## src/rtl/x68k_ldr_pkg.sv

```systemverilog
// Shared types for the X68K loader write sequencer: FSM states and FIFO entry layout.
package x68k_ldr_pkg;
  localparam int LDR_ADDR_W = 20;

  typedef enum logic [2:0] {IDLE, ISSUE, WAIT, GAP, DONE} ldr_state_t;

  typedef struct packed {
    logic [LDR_ADDR_W-1:0] addr;
    logic [7:0]            data;
  } ldr_entry_t;
endpackage

```

## src/rtl/x68k_ldr_fifo.sv

```systemverilog
// Small synchronous FIFO of loader entries; pushes to a full FIFO and pops of an empty one are ignored.
module x68k_ldr_fifo
  import x68k_ldr_pkg::*;
#(
  parameter int DEPTH = 4,
  localparam int PW   = $clog2(DEPTH)
) (
  input  logic       i_clk,
  input  logic       i_rst,
  input  logic       i_push,
  input  ldr_entry_t i_din,
  input  logic       i_pop,
  output ldr_entry_t o_head,
  output logic       o_full,
  output logic       o_empty,
  output logic [PW:0] o_count
);
  localparam logic [PW:0] FULL_CNT = (PW+1)'(DEPTH);

  ldr_entry_t       r_mem [DEPTH];
  logic [PW-1:0]    r_wptr, r_rptr;
  logic [PW:0]      r_count;
  logic             w_push, w_pop;

  assign o_full  = (r_count == FULL_CNT);
  assign o_empty = (r_count == '0);
  assign o_count = r_count;
  assign o_head  = r_mem[r_rptr];
  assign w_push  = i_push & ~o_full;
  assign w_pop   = i_pop & ~o_empty;

  // Storage needs no reset; only pointers and count define validity.
  always_ff @(posedge i_clk) begin
    if (w_push) r_mem[r_wptr] <= i_din;
  end

  always_ff @(posedge i_clk or posedge i_rst) begin
    if (i_rst) begin
      r_wptr  <= '0;
      r_rptr  <= '0;
      r_count <= '0;
    end else begin
      if (w_push) r_wptr <= r_wptr + PW'(1);
      if (w_pop)  r_rptr <= r_rptr + PW'(1);
      case ({w_push, w_pop})
        2'b10:   r_count <= r_count + 1'b1;
        2'b01:   r_count <= r_count - 1'b1;
        default: r_count <= r_count;
      endcase
    end
  end
endmodule

```

## src/rtl/x68k_ldr_write_seq.sv

```systemverilog
// Buffers HPS ioctl download bytes and replays them one at a time into the X68K loader port,
// handshaking on the rising edge of ldr_ack and flagging completion, timeouts and overflow.
module x68k_ldr_write_seq
  import x68k_ldr_pkg::*;
#(
  parameter int DEPTH       = 4,
  parameter int ADDR_W      = LDR_ADDR_W,  // must match the entry struct width
  parameter int ACK_TIMEOUT = 4096
) (
  input  logic              i_clk_sys,
  input  logic              i_reset,
  input  logic              i_ioctl_download,
  input  logic              i_ioctl_wr,
  input  logic [ADDR_W-1:0] i_ioctl_addr,
  input  logic [7:0]        i_ioctl_dout,
  output logic              o_ioctl_wait,
  output logic [ADDR_W-1:0] o_ldr_addr,
  output logic [7:0]        o_ldr_wdat,
  output logic              o_ldr_aen,
  output logic              o_ldr_wr,
  input  logic              i_ldr_ack,
  output logic              o_ldr_done,
  output logic              o_err_timeout,
  output logic              o_err_overflow
);
  localparam int PW = $clog2(DEPTH);
  localparam int TW = $clog2(ACK_TIMEOUT);
  localparam logic [PW:0]   WAIT_LVL = (PW+1)'(DEPTH-1);
  localparam logic [TW-1:0] TMR_MAX  = TW'(ACK_TIMEOUT-1);

  ldr_state_t    r_state, w_state_n;
  logic          r_ack_q, r_dl_q, r_seen;
  logic [TW-1:0] r_timer;
  logic          w_ack_rise, w_push_req, w_pop, w_full, w_empty;
  logic [PW:0]   w_count, w_cnt_n;
  ldr_entry_t    w_head, w_din;

  assign w_ack_rise = i_ldr_ack & ~r_ack_q;
  assign w_push_req = i_ioctl_wr & i_ioctl_download & ~o_ldr_done;
  assign w_pop      = (r_state == ISSUE);
  assign w_din      = '{addr: i_ioctl_addr, data: i_ioctl_dout};

  x68k_ldr_fifo #(.DEPTH(DEPTH)) u_fifo (
    .i_clk   (i_clk_sys),
    .i_rst   (i_reset),
    .i_push  (w_push_req),
    .i_din   (w_din),
    .i_pop   (w_pop),
    .o_head  (w_head),
    .o_full  (w_full),
    .o_empty (w_empty),
    .o_count (w_count)
  );

  // Occupancy after this cycle's push/pop, used to raise the throttle one entry early.
  always_comb begin
    w_cnt_n = w_count;
    if (w_push_req && !w_full) w_cnt_n = w_cnt_n + 1'b1;
    if (w_pop && !w_empty)     w_cnt_n = w_cnt_n - 1'b1;
  end

  always_comb begin
    w_state_n = r_state;
    case (r_state)
      IDLE:  if (!w_empty)                          w_state_n = ISSUE;
             else if (r_seen && !i_ioctl_download)  w_state_n = DONE;
      ISSUE: w_state_n = WAIT;
      WAIT:  if (w_ack_rise || r_timer == TMR_MAX)  w_state_n = GAP;
      GAP:   if (!w_empty)                          w_state_n = ISSUE;
             else if (r_seen && !i_ioctl_download)  w_state_n = DONE;
             else                                   w_state_n = IDLE;
      DONE:  w_state_n = DONE;
      default: w_state_n = IDLE;
    endcase
  end

  always_ff @(posedge i_clk_sys or posedge i_reset) begin
    if (i_reset) begin
      r_state        <= IDLE;
      r_ack_q        <= 1'b0;
      r_dl_q         <= 1'b0;
      r_seen         <= 1'b0;
      r_timer        <= '0;
      o_ldr_wr       <= 1'b0;
      o_ldr_addr     <= '0;
      o_ldr_wdat     <= '0;
      o_ldr_done     <= 1'b0;
      o_ldr_aen      <= 1'b0;
      o_ioctl_wait   <= 1'b0;
      o_err_timeout  <= 1'b0;
      o_err_overflow <= 1'b0;
    end else begin
      r_state      <= w_state_n;
      r_ack_q      <= i_ldr_ack;
      r_dl_q       <= i_ioctl_download;
      r_seen       <= r_seen | (i_ioctl_download & ~r_dl_q);
      o_ldr_done   <= (w_state_n == DONE);
      o_ldr_aen    <= (i_ioctl_download | (r_state != IDLE) | ~w_empty) & (w_state_n != DONE);
      o_ioctl_wait <= (w_cnt_n >= WAIT_LVL) & (w_state_n != DONE);
      if (w_push_req && w_full) o_err_overflow <= 1'b1;
      case (r_state)
        ISSUE: begin
          o_ldr_addr <= w_head.addr;
          o_ldr_wdat <= w_head.data;
          o_ldr_wr   <= 1'b1;
          r_timer    <= '0;
        end
        WAIT: begin
          if (w_state_n == GAP) begin
            o_ldr_wr <= 1'b0;
            if (!w_ack_rise) o_err_timeout <= 1'b1;
          end else if (r_timer != '1) begin
            r_timer <= r_timer + 1'b1;
          end
        end
        default: ;
      endcase
    end
  end
endmodule

```

## config.mk

```make
export PLATFORM = sky130hd
export DESIGN_NAME = x68k_ldr_write_seq
export DESIGN_NICKNAME = d
export VERILOG_FILES = /design/src/rtl/x68k_ldr_pkg.sv /design/src/rtl/x68k_ldr_fifo.sv /design/src/rtl/x68k_ldr_write_seq.sv
export SDC_FILE = /design/constraint.sdc
export NUM_CORES = 1
export LEC_CHECK = 0
export ABC_AREA = 1
export BUFFER_PORTS_ARGS = -buffer_cell sky130_fd_sc_hd__buf_2
export CORE_MARGIN = 1.5
export CORE_UTILIZATION = 55
export DETAILED_ROUTE_END_ITERATION = 6
export GPL_ROUTABILITY_DRIVEN = 0
export PLACE_DENSITY = 0.71
export SLEW_MARGIN = 15
export SYNTH_ARGS = -nofsm -noshare
export SYNTH_HDL_FRONTEND = slang
export SYNTH_SLANG_ARGS = --single-unit
```

## constraint.sdc

```tcl
create_clock -name i_clk_sys -period 5 [get_ports i_clk_sys]
set_clock_uncertainty 0.2 [all_clocks]
set_input_delay 0.5 -clock i_clk_sys [delete_from_list [all_inputs] [get_ports i_clk_sys]]
set_output_delay 0.5 -clock i_clk_sys [all_outputs]
set_load 0.005 [all_outputs]
```

==> impl_metrics.env, run 1 <==
export IMPL_grtUsageTotal_pct=21.07
export IMPL_io_buffers=66
export IMPL_ant_nets=0
export IMPL_first_global_vias=4553
export IMPL_globalRouteOverflowTotal=0
export IMPL_period_share_pct=52.94
export IMPL_p_total_mw=4.598
export IMPL_seqPwrFrac_pct=44.7
export IMPL_hold_viol_final=0
export IMPL_cts_tree="yes"
export IMPL_drt_total_wl_um=13160
export IMPL_cp_arrival_ns=2.70
export IMPL_fin_util_pct=63.97
export IMPL_io_pins=67
export IMPL_place_ws_ns=2.371
export IMPL_final_instance_count_excl_fill=866
export IMPL_num_rows=41
export IMPL_antenna_cells=0
export IMPL_syn_avg_cell_area_um2=11.29
export IMPL_place_hpwl_um=7642
export IMPL_drive_above_1_share_pct=18.44
export IMPL_synth_nets=663
export IMPL_crit_chain="inv_2 > o21ai_0 > a31oi_1"
export IMPL_p_int_mw=3.003
export IMPL_worstMarginPinSlew_ns=1.150
export IMPL_synthFlopType="edfxtp_1"
export IMPL_p_leak_nw=3.111
export IMPL_worst_slack_ns=2.353
export IMPL_power_density_nw_per_um2=574.2
export IMPL_drt_pass1_iter_count=4
export IMPL_die_height_um=115.8
export IMPL_drt_iter0_drc=297
export IMPL_outcome="completed"
export IMPL_post_drt_via_cell_ratio=5.271
export IMPL_worst_path_largest_cell_delay_ns=1.05
export IMPL_path_class="reg2reg"
export IMPL_htreeDepth=4
export IMPL_initial_utilization_pct=55.94
export IMPL_swShare_pct=34.69
export IMPL_cts_setup_buffers=0
export IMPL_dpl_cell_count=833
export IMPL_numCtsBuffers=17
export IMPL_cts_sinks=171
export IMPL_rsz0062_at_grt="false"
export IMPL_syn_cell_area_um2=7002
export IMPL_fmax_mhz=377.8
export IMPL_setup_viol=0
export IMPL_dieArea_um2=13420
export IMPL_cp_max_fo=58
export IMPL_drc=0
export IMPL_die_width_um=115.8
export IMPL_crit_family="flip-flops"
export IMPL_async_flop_share_pct=34.50
export IMPL_synthToLayoutAreaGrowth_pct=14.37
export IMPL_end_kind="register"
export IMPL_antenna_found_initial=1
export IMPL_dpl_cell_area_um2=7446
export IMPL_cts_buffer_depth=2
export IMPL_peakVddDrop_mv=0.3551
export IMPL_grt_pass1_wl_um=21370
export IMPL_cap_violations=0
export IMPL_comb_power_share_pct=28.8
export IMPL_holdWs_ns=0.07207
export IMPL_core_area_um2=12520
export IMPL_synth_top_family_by_area="simple AND/OR/NAND/NOR gates"
export IMPL_hold_class="in2reg"
export IMPL_cpMaxStageDelayCell="dfrtp_2"
export IMPL_crit_path_start_kind="register"
export IMPL_synth_edf_count=112
export IMPL_fin_nets=724
export IMPL_synth_compound_area_share_pct=8.738
export IMPL_netSwitchingPower_mw=1.595
export IMPL_wl_per_cell_um=15.20
export IMPL_final_cell_area_um2=8008
export IMPL_nFillCells=1004
export IMPL_netlist_instances=620
export IMPL_max_slew_margin_rel_pct=23.31
export IMPL_slew_violations=0
export IMPL_path_buf_inv=1
export IMPL_required_ns=5.05
export IMPL_synth_seq_area_share_pct=69.12
export IMPL_yosys_warnings=0
export IMPL_grt_max_degree=60
export IMPL_min_period_ns=2.647
export IMPL_clock_latency_ns=0.42
export IMPL_synth_xor_area_share_pct=0.7505
export IMPL_synthMuxAreaShare_pct=0
export IMPL_synth_simple_gate_area_share_pct=15.51
export IMPL_cts_hold_buffers=1
export IMPL_vias=4565
export IMPL_synth_seq_cells=171
export IMPL_tns_ns=0
export IMPL_cts_root_buf="clkbuf_16"
export IMPL_synth_cell_types=34
export IMPL_synth_fa_ha_area_share_pct=1.787
export IMPL_clk_pin_slew_ns=0.06
export IMPL_power_share_clock_pct=26.6
export IMPL_cts_resized=0
cells by family (layout without fill, tap and decap cells):
family          Yosys count  after routing
simple gates            262            262
fa+ha+maj                10             10
flops                   171            171
compound gates          106            106
xor+xnor                  6              6
buf+inv                  65            139
flip-flops by register name, summed over array words and instances (netlist names):
name	flops
o_err_timeout	1
o_ldr_wdat	8
r_dl_q	1
r_ack_q	1
u_fifo.r_rptr	2
r_seen	1
o_ldr_aen	1
o_ldr_wr	1
r_state	3
o_err_overflow	1
r_timer	12
u_fifo.r_mem	112
o_ioctl_wait	1
o_ldr_addr	20
u_fifo.o_count	3
u_fifo.r_wptr	2
o_ldr_done	1
placed cells by master, fill, tap and decap left out, drive strengths merged:
cell type,count
or2,3
buf,67
nor2,162
o21bai,2
dfrtp,59
xnor2,2
xor2,4
nand2,65
nand4,2
nor3,5
nand3,24
clkinv,3
dlygate4sd3,1
nand3b,1
a21oi,2
a31oi,28
o211ai,1
inv,38
o21ai,71
clkinvlp,3
o31ai,1
edfxtp,112
a211oi,1
ha,10
clkbuf,26
bufinv,1
path summary, 6_finish.rpt:
path,slack (ns),start,end,cells after the start
worst max-delay path,2.35,u_fifo.r_rptr[0],o_ldr_addr[11],3
worst min-delay path,0.07,i_ioctl_download,r_dl_q,1
worst max register to register,2.35,u_fifo.r_rptr[0],o_ldr_addr[11],3
worst min register to register,0.24,r_dl_q,r_seen,1
max in group asynchronous,3.92,i_reset,u_fifo.r_rptr[0],3
min in group asynchronous,0.10,i_reset,o_ldr_addr[2],3
power by group through the flow:
stage | logic (mW) | clock network [mW] | registers, mW
6_report | 1.32 | 1.22 | 2.05
2_1_floorplan | 1.07 | 0 | 1.95
4_1_cts | 1.34 | 1.24 | 2.05
3_3_place_gp | 1.28 | 0 | 2.07
5_1_grt | 1.52 | 1.30 | 2.09
3_5_place_dp | 1.33 | 0 | 2.08
Yosys cell counts, types with 3 or more instances:
library cell,count,area share [%]
a31oi_1,28,2.5
nand3_2,4,0.57
inv_1,35,1.9
buf_4,3,0.32
ha_1,10,1.8
clkbuf_1,5,0.27
o21ai_2,8,1.0
o21ai_0,63,4.5
nor2_1,159,8.5
xor2_1,4,0.50
inv_2,3,0.16
nor3_1,4,0.29
nand2_1,60,3.2
edfxtp_1,112,48
dfrtp_1,59,21
buf_2,13,0.93
or2_2,3,0.27
buf_1,3,0.16
nand3_1,20,1.4
nand2_2,5,0.45
layer usage:
metal | vias up | GRT usage (%) | routed length, um
met4 | 2 | 9.024 | 218
li1 | 2234 | - | -
met5 | - | 0 | 16
met1 | 2205 | 26.76 | 5841
met2 | 105 | 35.41 | 6540
met3 | 19 | 4.393 | 546
layout make-up:
class	count	area, um^2	area share [%]
clock buffers	26	489.2	6.109
inverters	39	146.4	1.828
flip-flops and latches	171	4841	60.45
well taps	172	215.2	2.687
clock inverters	6	62.56	0.7813
multi-input cells	384	1906	23.80
repair buffers	68	347.8	4.344
Power figures use the tool's default switching activity.
==> run 2: changes to the inputs <==
--- a/config.mk
+++ b/config.mk
@@ -5,13 +5,13 @@
 export SDC_FILE = /design/constraint.sdc
 export NUM_CORES = 1
 export LEC_CHECK = 0
-export ABC_AREA = 1
+export ABC_AREA = 0
 export BUFFER_PORTS_ARGS = -buffer_cell sky130_fd_sc_hd__buf_2
 export CORE_MARGIN = 1.5
-export CORE_UTILIZATION = 55
+export CORE_UTILIZATION = 53
 export DETAILED_ROUTE_END_ITERATION = 6
 export GPL_ROUTABILITY_DRIVEN = 0
-export PLACE_DENSITY = 0.71
+export PLACE_DENSITY = 0.72
 export SLEW_MARGIN = 15
 export SYNTH_ARGS = -nofsm -noshare
 export SYNTH_HDL_FRONTEND = slang
==> constraint.sdc (replaced) <==
create_clock -name i_clk_sys -period 2.4 [get_ports i_clk_sys]
set_clock_uncertainty 0.2 [all_clocks]
set_input_delay 0.24 -clock i_clk_sys [delete_from_list [all_inputs] [get_ports i_clk_sys]]
set_output_delay 0.24 -clock i_clk_sys [all_outputs]
set_load 0.005 [all_outputs]
==> impl_metrics.env, run 2 <==
export IMPL_top_regs="u_fifo.r_mem x112, o_ldr_addr x20, r_timer x12"
export IMPL_end_kind="register"
export IMPL_die_width_um=116.2
export IMPL_post_drt_via_cell_ratio=5.360
export IMPL_crit_path_start_kind="register"
export IMPL_hold_viol_final=0
export IMPL_drt_iter0_drc=326
export IMPL_first_global_vias=4194
export IMPL_mostFrequentLayoutCells="edfxtp_1 (112), nand2_1 (100), buf_2 (66)"
export IMPL_wl_per_cell_um=17.84
export IMPL_synth_largest_area_cell="edfxtp_1"
export IMPL_htreeDepth=4
export IMPL_power_density_nw_per_um2=1154
export IMPL_max_slew_margin_rel_pct=64.36
export IMPL_drt_pass1_iter_count=5
export IMPL_synth_nets=490
export IMPL_async_flop_share_pct=34.50
export IMPL_required_ns=2.55
export IMPL_mostFrequentLayoutCell="edfxtp_1"
export IMPL_synth_seq_area_share_pct=71.26
export IMPL_synthFlopType="edfxtp_1"
export IMPL_syn_avg_cell_area_um2=15.19
export IMPL_fin_nets=609
export IMPL_period_share_pct=99.16
export IMPL_synth_top_area_share_pct=49.52
export IMPL_netlist_instances=447
export IMPL_cp_max_fo=6
export IMPL_antenna_cells=0
export IMPL_synth_seq_cells=171
export IMPL_slew_violations=0
export IMPL_synthToLayoutAreaGrowth_pct=22.53
export IMPL_cap_violations=0
export IMPL_path_class="reg2reg"
export IMPL_core_area_um2=12570
export IMPL_num_rows=41
export IMPL_numCtsBuffers=17
export IMPL_ant_nets=0
export IMPL_fin_util_pct=66.21
export IMPL_min_period_ns=2.380
export IMPL_clock_latency_ns=0.43
export IMPL_die_height_um=116.2
export IMPL_p_leak_nw=3.292
export IMPL_worstMarginPinSlew_ns=0.5297
export IMPL_grt_max_degree=42
export IMPL_cts_sinks=171
export IMPL_yosysMostFrequentCell="edfxtp_1"
export IMPL_synth_area_leaders="edfxtp_1 (50%), dfrtp_1 (22%), mux4_2 (9.3%)"
export IMPL_yosys_warnings=0
export IMPL_dieArea_um2=13500
export IMPL_top_register="u_fifo.r_mem"
export IMPL_holdWs_ns=0.1305
export IMPL_peakVddDrop_mv=0.8445
export IMPL_synth_cell_types=46
export IMPL_drc=0
export IMPL_synthTopCellsByCount="edfxtp_1 (112), nand2_1 (100), dfrtp_1 (59), mux4_2 (28), o21ai_0 (17)"
export IMPL_io_buffers=66
export IMPL_synth_edf_count=112
export IMPL_antenna_found_initial=0
export IMPL_grt_pass1_wl_um=21620
export IMPL_cp_arrival_ns=2.53
export IMPL_rsz0062_at_grt="true"
export IMPL_syn_cell_area_um2=6792
export IMPL_nFillCells=869
export IMPL_largest_reg_flops=112
export IMPL_hold_class="in2reg"
export IMPL_clk_pin_slew_ns=0.06
export IMPL_fmax_mhz=420.2
export IMPL_drive_above_1_share_pct=28.15
export IMPL_drt_total_wl_um=13400
export IMPL_globalRouteOverflowTotal=0
export IMPL_place_hpwl_um=8230
export IMPL_io_pins=67
export IMPL_grtUsageTotal_pct=22.04
export IMPL_cts_buffer_depth=2
export IMPL_cts_root_buf="clkbuf_16"
export IMPL_setup_viol=0
export IMPL_cts_tree="yes"
export IMPL_initial_utilization_pct=54.04
export IMPL_outcome="completed"
export IMPL_vias=4025
-- run 2: through the flow --
stage / power, mW / cells / setup TNS [ns] / worst slack [ns] / instance area (um^2)
3_3_place_gp: 6.991 / 687 / 0 / 0.1301 / 7455
3_5_place_dp: 7.123 / 687 / 0 / 0.03150 / 7455
2_1_floorplan: 6.127 / 447 / 0 / 0.01815 / 6825
6_report: 9.600 / 751 / 0 / 0.02015 / 8322
5_1_grt: 10.20 / 751 / -0.09250 / -0.09250 / 8322
4_1_cts: 9.633 / 750 / 0 / 0.01241 / 8290
-- run 2: repair_timing --
action | in CTS | in global routing
hold buffers | 31 | 0
endpoints found under the hold margin | 135 | 0
endpoints found under the setup margin | 0 | 2
gates resized for setup | 0 | 5
buffers inserted | 0 | 1
-- run 2: cell families (layout without fill, tap and decap cells) --
group                      after synthesis  in the layout  synth area share (%)
muxes                                   30             30                 9.598
adders and majority gates               10             10                 1.842
xor gates and xnor gates                 9              9                 1.161
AOI/OAI and AO/OA                       47             47                 4.606
DFF                                    171            171                 71.26
and+or+nand+nor                        149            149                 9.580
buffers and inverters                   31            163                 1.953
-- run 2: layout make-up --
| cell class | instances | area (um^2) | area share [%] |
|---|---|---|---|
| multi-input combinational | 245 | 1877 | 22.55 |
| inverter | 12 | 45.04 | 0.5413 |
| clock inverter | 9 | 67.56 | 0.8119 |
| sequential | 171 | 4841 | 58.17 |
| tap | 172 | 215.2 | 2.586 |
| timing repair buffer | 119 | 818.3 | 9.833 |
| clock buffer | 23 | 457.9 | 5.503 |
-- run 2: metal layers --
| layer | GRT usage, % | wire length (um) |
|---|---|---|
| met3 | 5.916 | 687 |
| met5 | 0 | 0 |
| met1 | 29.54 | 5836 |
| met2 | 35.96 | 6781 |
| met4 | 6.504 | 90 |
-- run 2: final timing paths --
check,from,slack [ns],end,cells past startpoint
setup / recovery,u_fifo.o_count[1],0.02,o_ioctl_wait,9
hold / removal,i_ioctl_wr,0.13,o_err_overflow,4
setup reg to reg,u_fifo.o_count[1],0.02,o_ioctl_wait,9
hold reg to reg,o_ldr_addr[11],0.27,o_ldr_addr[11],2
max in group asynchronous,i_reset,1.22,u_fifo.r_rptr[0],4
min in group asynchronous,i_reset,0.17,o_ldr_wdat[3],3
-- run 2: critical path, cell delays in order (launching register included) --
cell and delay (ns):
dfrtp_1 0.41, inv_2 0.08, ha_4 0.19, a21oi_4 0.22, a21oi_2 0.09, ha_1 0.20
and4bb_2 0.24, mux2_2 0.26, a221o_1 0.31, a21oi_2 0.12
-- run 2: report_power, final --
group	switching, mW	leakage (nW)	internal (mW)
sequential	0.285	1.75	3.76
clock	1.10	0.253	1.36
combinational	1.69	1.29	1.41
==> run 3: changes to the inputs <==
--- a/config.mk
+++ b/config.mk
@@ -6,7 +6,7 @@
 export NUM_CORES = 1
 export LEC_CHECK = 0
 export ABC_AREA = 0
-export BUFFER_PORTS_ARGS = -buffer_cell sky130_fd_sc_hd__buf_2
+export BUFFER_PORTS_ARGS = -buffer_cell sky130_fd_sc_hd__buf_4
 export CORE_MARGIN = 1.5
 export CORE_UTILIZATION = 53
 export DETAILED_ROUTE_END_ITERATION = 6
==> impl_metrics.env, run 3 (synthesized netlist as in run 2, its figures left out) <==
export IMPL_outcome="completed"
export IMPL_critPathMostFrequentCell="a21oi_2"
export IMPL_hold_viol_final=0
export IMPL_nFillCells=886
export IMPL_grtUsageTotal_pct=21.71
export IMPL_setup_viol=0
export IMPL_cpMaxStageDelayCell="dlygate4sd3_1"
export IMPL_antenna_cells=0
export IMPL_die_height_um=116.2
export IMPL_p_leak_nw=3.355
export IMPL_mostFrequentLayoutCells="edfxtp_1 (112), nand2_1 (100), buf_4 (82)"
export IMPL_num_rows=41
export IMPL_drt_pass1_iter_count=5
export IMPL_holdWs_ns=0.05914
export IMPL_numCtsBuffers=17
export IMPL_io_pins=67
export IMPL_post_drt_via_cell_ratio=5.336
export IMPL_first_global_vias=4196
export IMPL_htreeDepth=4
export IMPL_initial_utilization_pct=54.04
export IMPL_wl_per_cell_um=17.58
export IMPL_place_hpwl_um=8029
export IMPL_crit_start="i_ioctl_download"
export IMPL_cts_sinks=171
export IMPL_synthToLayoutAreaGrowth_pct=26.01
export IMPL_slew_violations=0
export IMPL_max_slew_margin_rel_pct=65.94
export IMPL_worst_path_largest_cell_delay_ns=0.54
export IMPL_crit_family="compound AO/OA/AOI/OAI gates"
export IMPL_crit_chain="dlygate4sd3_1 > buf_6 > nand3b_1 > a21oi_4 > a21oi_2 > ha_1 > and4bb_2 > mux2_2 > a221o_1 > a21oi_2"
export IMPL_largest_reg_flops=112
export IMPL_required_ns=2.55
export IMPL_r2r_start="u_fifo.o_count[1]"
export IMPL_top_regs="u_fifo.r_mem x112, o_ldr_addr x20, r_timer x12"
export IMPL_worstHoldStart="i_ioctl_wr"
export IMPL_crit_path_start_kind="primary input"
export IMPL_peakVddDrop_mv=1.075
export IMPL_fmax_mhz=423.2
export IMPL_tns_ns=0
export IMPL_cts_root_buf="clkbuf_16"
export IMPL_antenna_found_initial=0
export IMPL_clk_pin_slew_ns=0.06
export IMPL_cts_buffer_depth=2
export IMPL_globalRouteOverflowTotal=0
export IMPL_cts_tree="yes"
export IMPL_vias=4002
export IMPL_top_register="u_fifo.r_mem"
export IMPL_min_period_ns=2.363
export IMPL_dieArea_um2=13500
export IMPL_drt_iter0_drc=264
export IMPL_cp_max_fo=6
export IMPL_path_class="in2reg"
export IMPL_mostFrequentLayoutCell="edfxtp_1"
export IMPL_drc=0
export IMPL_ant_nets=0
export IMPL_hold_class="in2reg"
export IMPL_power_density_nw_per_um2=1162
export IMPL_path_buf_inv=2
export IMPL_die_width_um=116.2
export IMPL_grt_pass1_wl_um=21450
export IMPL_fin_nets=608
export IMPL_io_buffers=66
export IMPL_core_area_um2=12570
export IMPL_clock_latency_ns=0.43
export IMPL_end_kind="register"
export IMPL_drive_above_1_share_pct=28.03
export IMPL_period_share_pct=98.46
export IMPL_drt_total_wl_um=13190
export IMPL_rsz0062_at_grt="true"
export IMPL_cap_violations=0
export IMPL_cp_arrival_ns=2.51
export IMPL_fin_util_pct=68.09
export IMPL_grt_max_degree=42
export IMPL_worstMarginPinSlew_ns=0.5093
## run 3: cell types whose count changed in the layout (fill, tap and decap cells not counted), sizes merged
cell | previous run | this run
bufinv | 0 | 2
clkinv | 5 | 3
buf | 88 | 87
clkinvlp | 2 | 3
inv | 14 | 13
## run 3: repair_timing
action | in CTS | in global routing
endpoints found under the setup margin | 0 | 1
setup buffers | 0 | 2
hold buffers | 31 | 0
hold endpoints to repair | 135 | 0
resized for setup | 0 | 6
## run 3: metal layers
| layer | GRT usage [%] | share of wire (%) | up-vias |
|---|---|---|---|
| met5 | 0 | 0 | - |
| met4 | 6.748 | 1.4 | 0 |
| met3 | 6.124 | 4.1 | 17 |
| met2 | 35.49 | 50 | 121 |
| met1 | 28.70 | 44 | 1995 |
| li1 | - | - | 1869 |
## run 3: report_power, final
group | internal (mW) | switching [mW] | total [mW]
Combinational | 1.58 | 1.69 | 3.27
Sequential | 3.76 | 0.291 | 4.05
Clock | 1.54 | 1.09 | 2.63
## run 3: final timing paths
| path | to | slack [ns] | depth (start not counted) |
|---|---|---|---|
| max in group asynchronous | u_fifo.r_rptr[0] | 1.17 | 4 |
| min in group asynchronous | o_ldr_addr[8] | 0.21 | 3 |
| hold / removal | o_err_overflow | 0.06 | 3 |
| setup reg to reg | o_ioctl_wait | 0.04 | 10 |
| hold reg to reg | o_ldr_addr[2] | 0.27 | 2 |
| setup / recovery | o_ioctl_wait | 0.04 | 10 |
## run 3: layout make-up
class / count / area (um^2) / share of cell area (%)
Clock buffer: 23 / 447.9 / 5.234
Clock inverter: 9 / 117.6 / 1.374
Inverter: 12 / 45.04 / 0.5263
Multi-Input combinational cell: 245 / 1874 / 21.90
Sequential cell: 171 / 4841 / 56.56
Tap cell: 172 / 215.2 / 2.515
Timing Repair Buffer: 118 / 1017 / 11.89
## run 3: per-stage QoR
step                cells  area [um^2]  power, mW  setup slack, ns
floorplan             447         6825      6.127          0.01815
global placement      685         7642      7.170           0.1412
detailed placement    685         7642      7.280          0.05067
CTS                   748         8518      9.980          0.02434
global route          750         8558      10.54         -0.06084
finish                750         8558      9.947          0.03698
## run 3: worst min-delay path, delay by kind of cell
family	cells	cell delay, ns
and+or+nand+nor	1	0.19
AOI/OAI and AO/OA	1	0.09
buffers and inverters	1	0.11
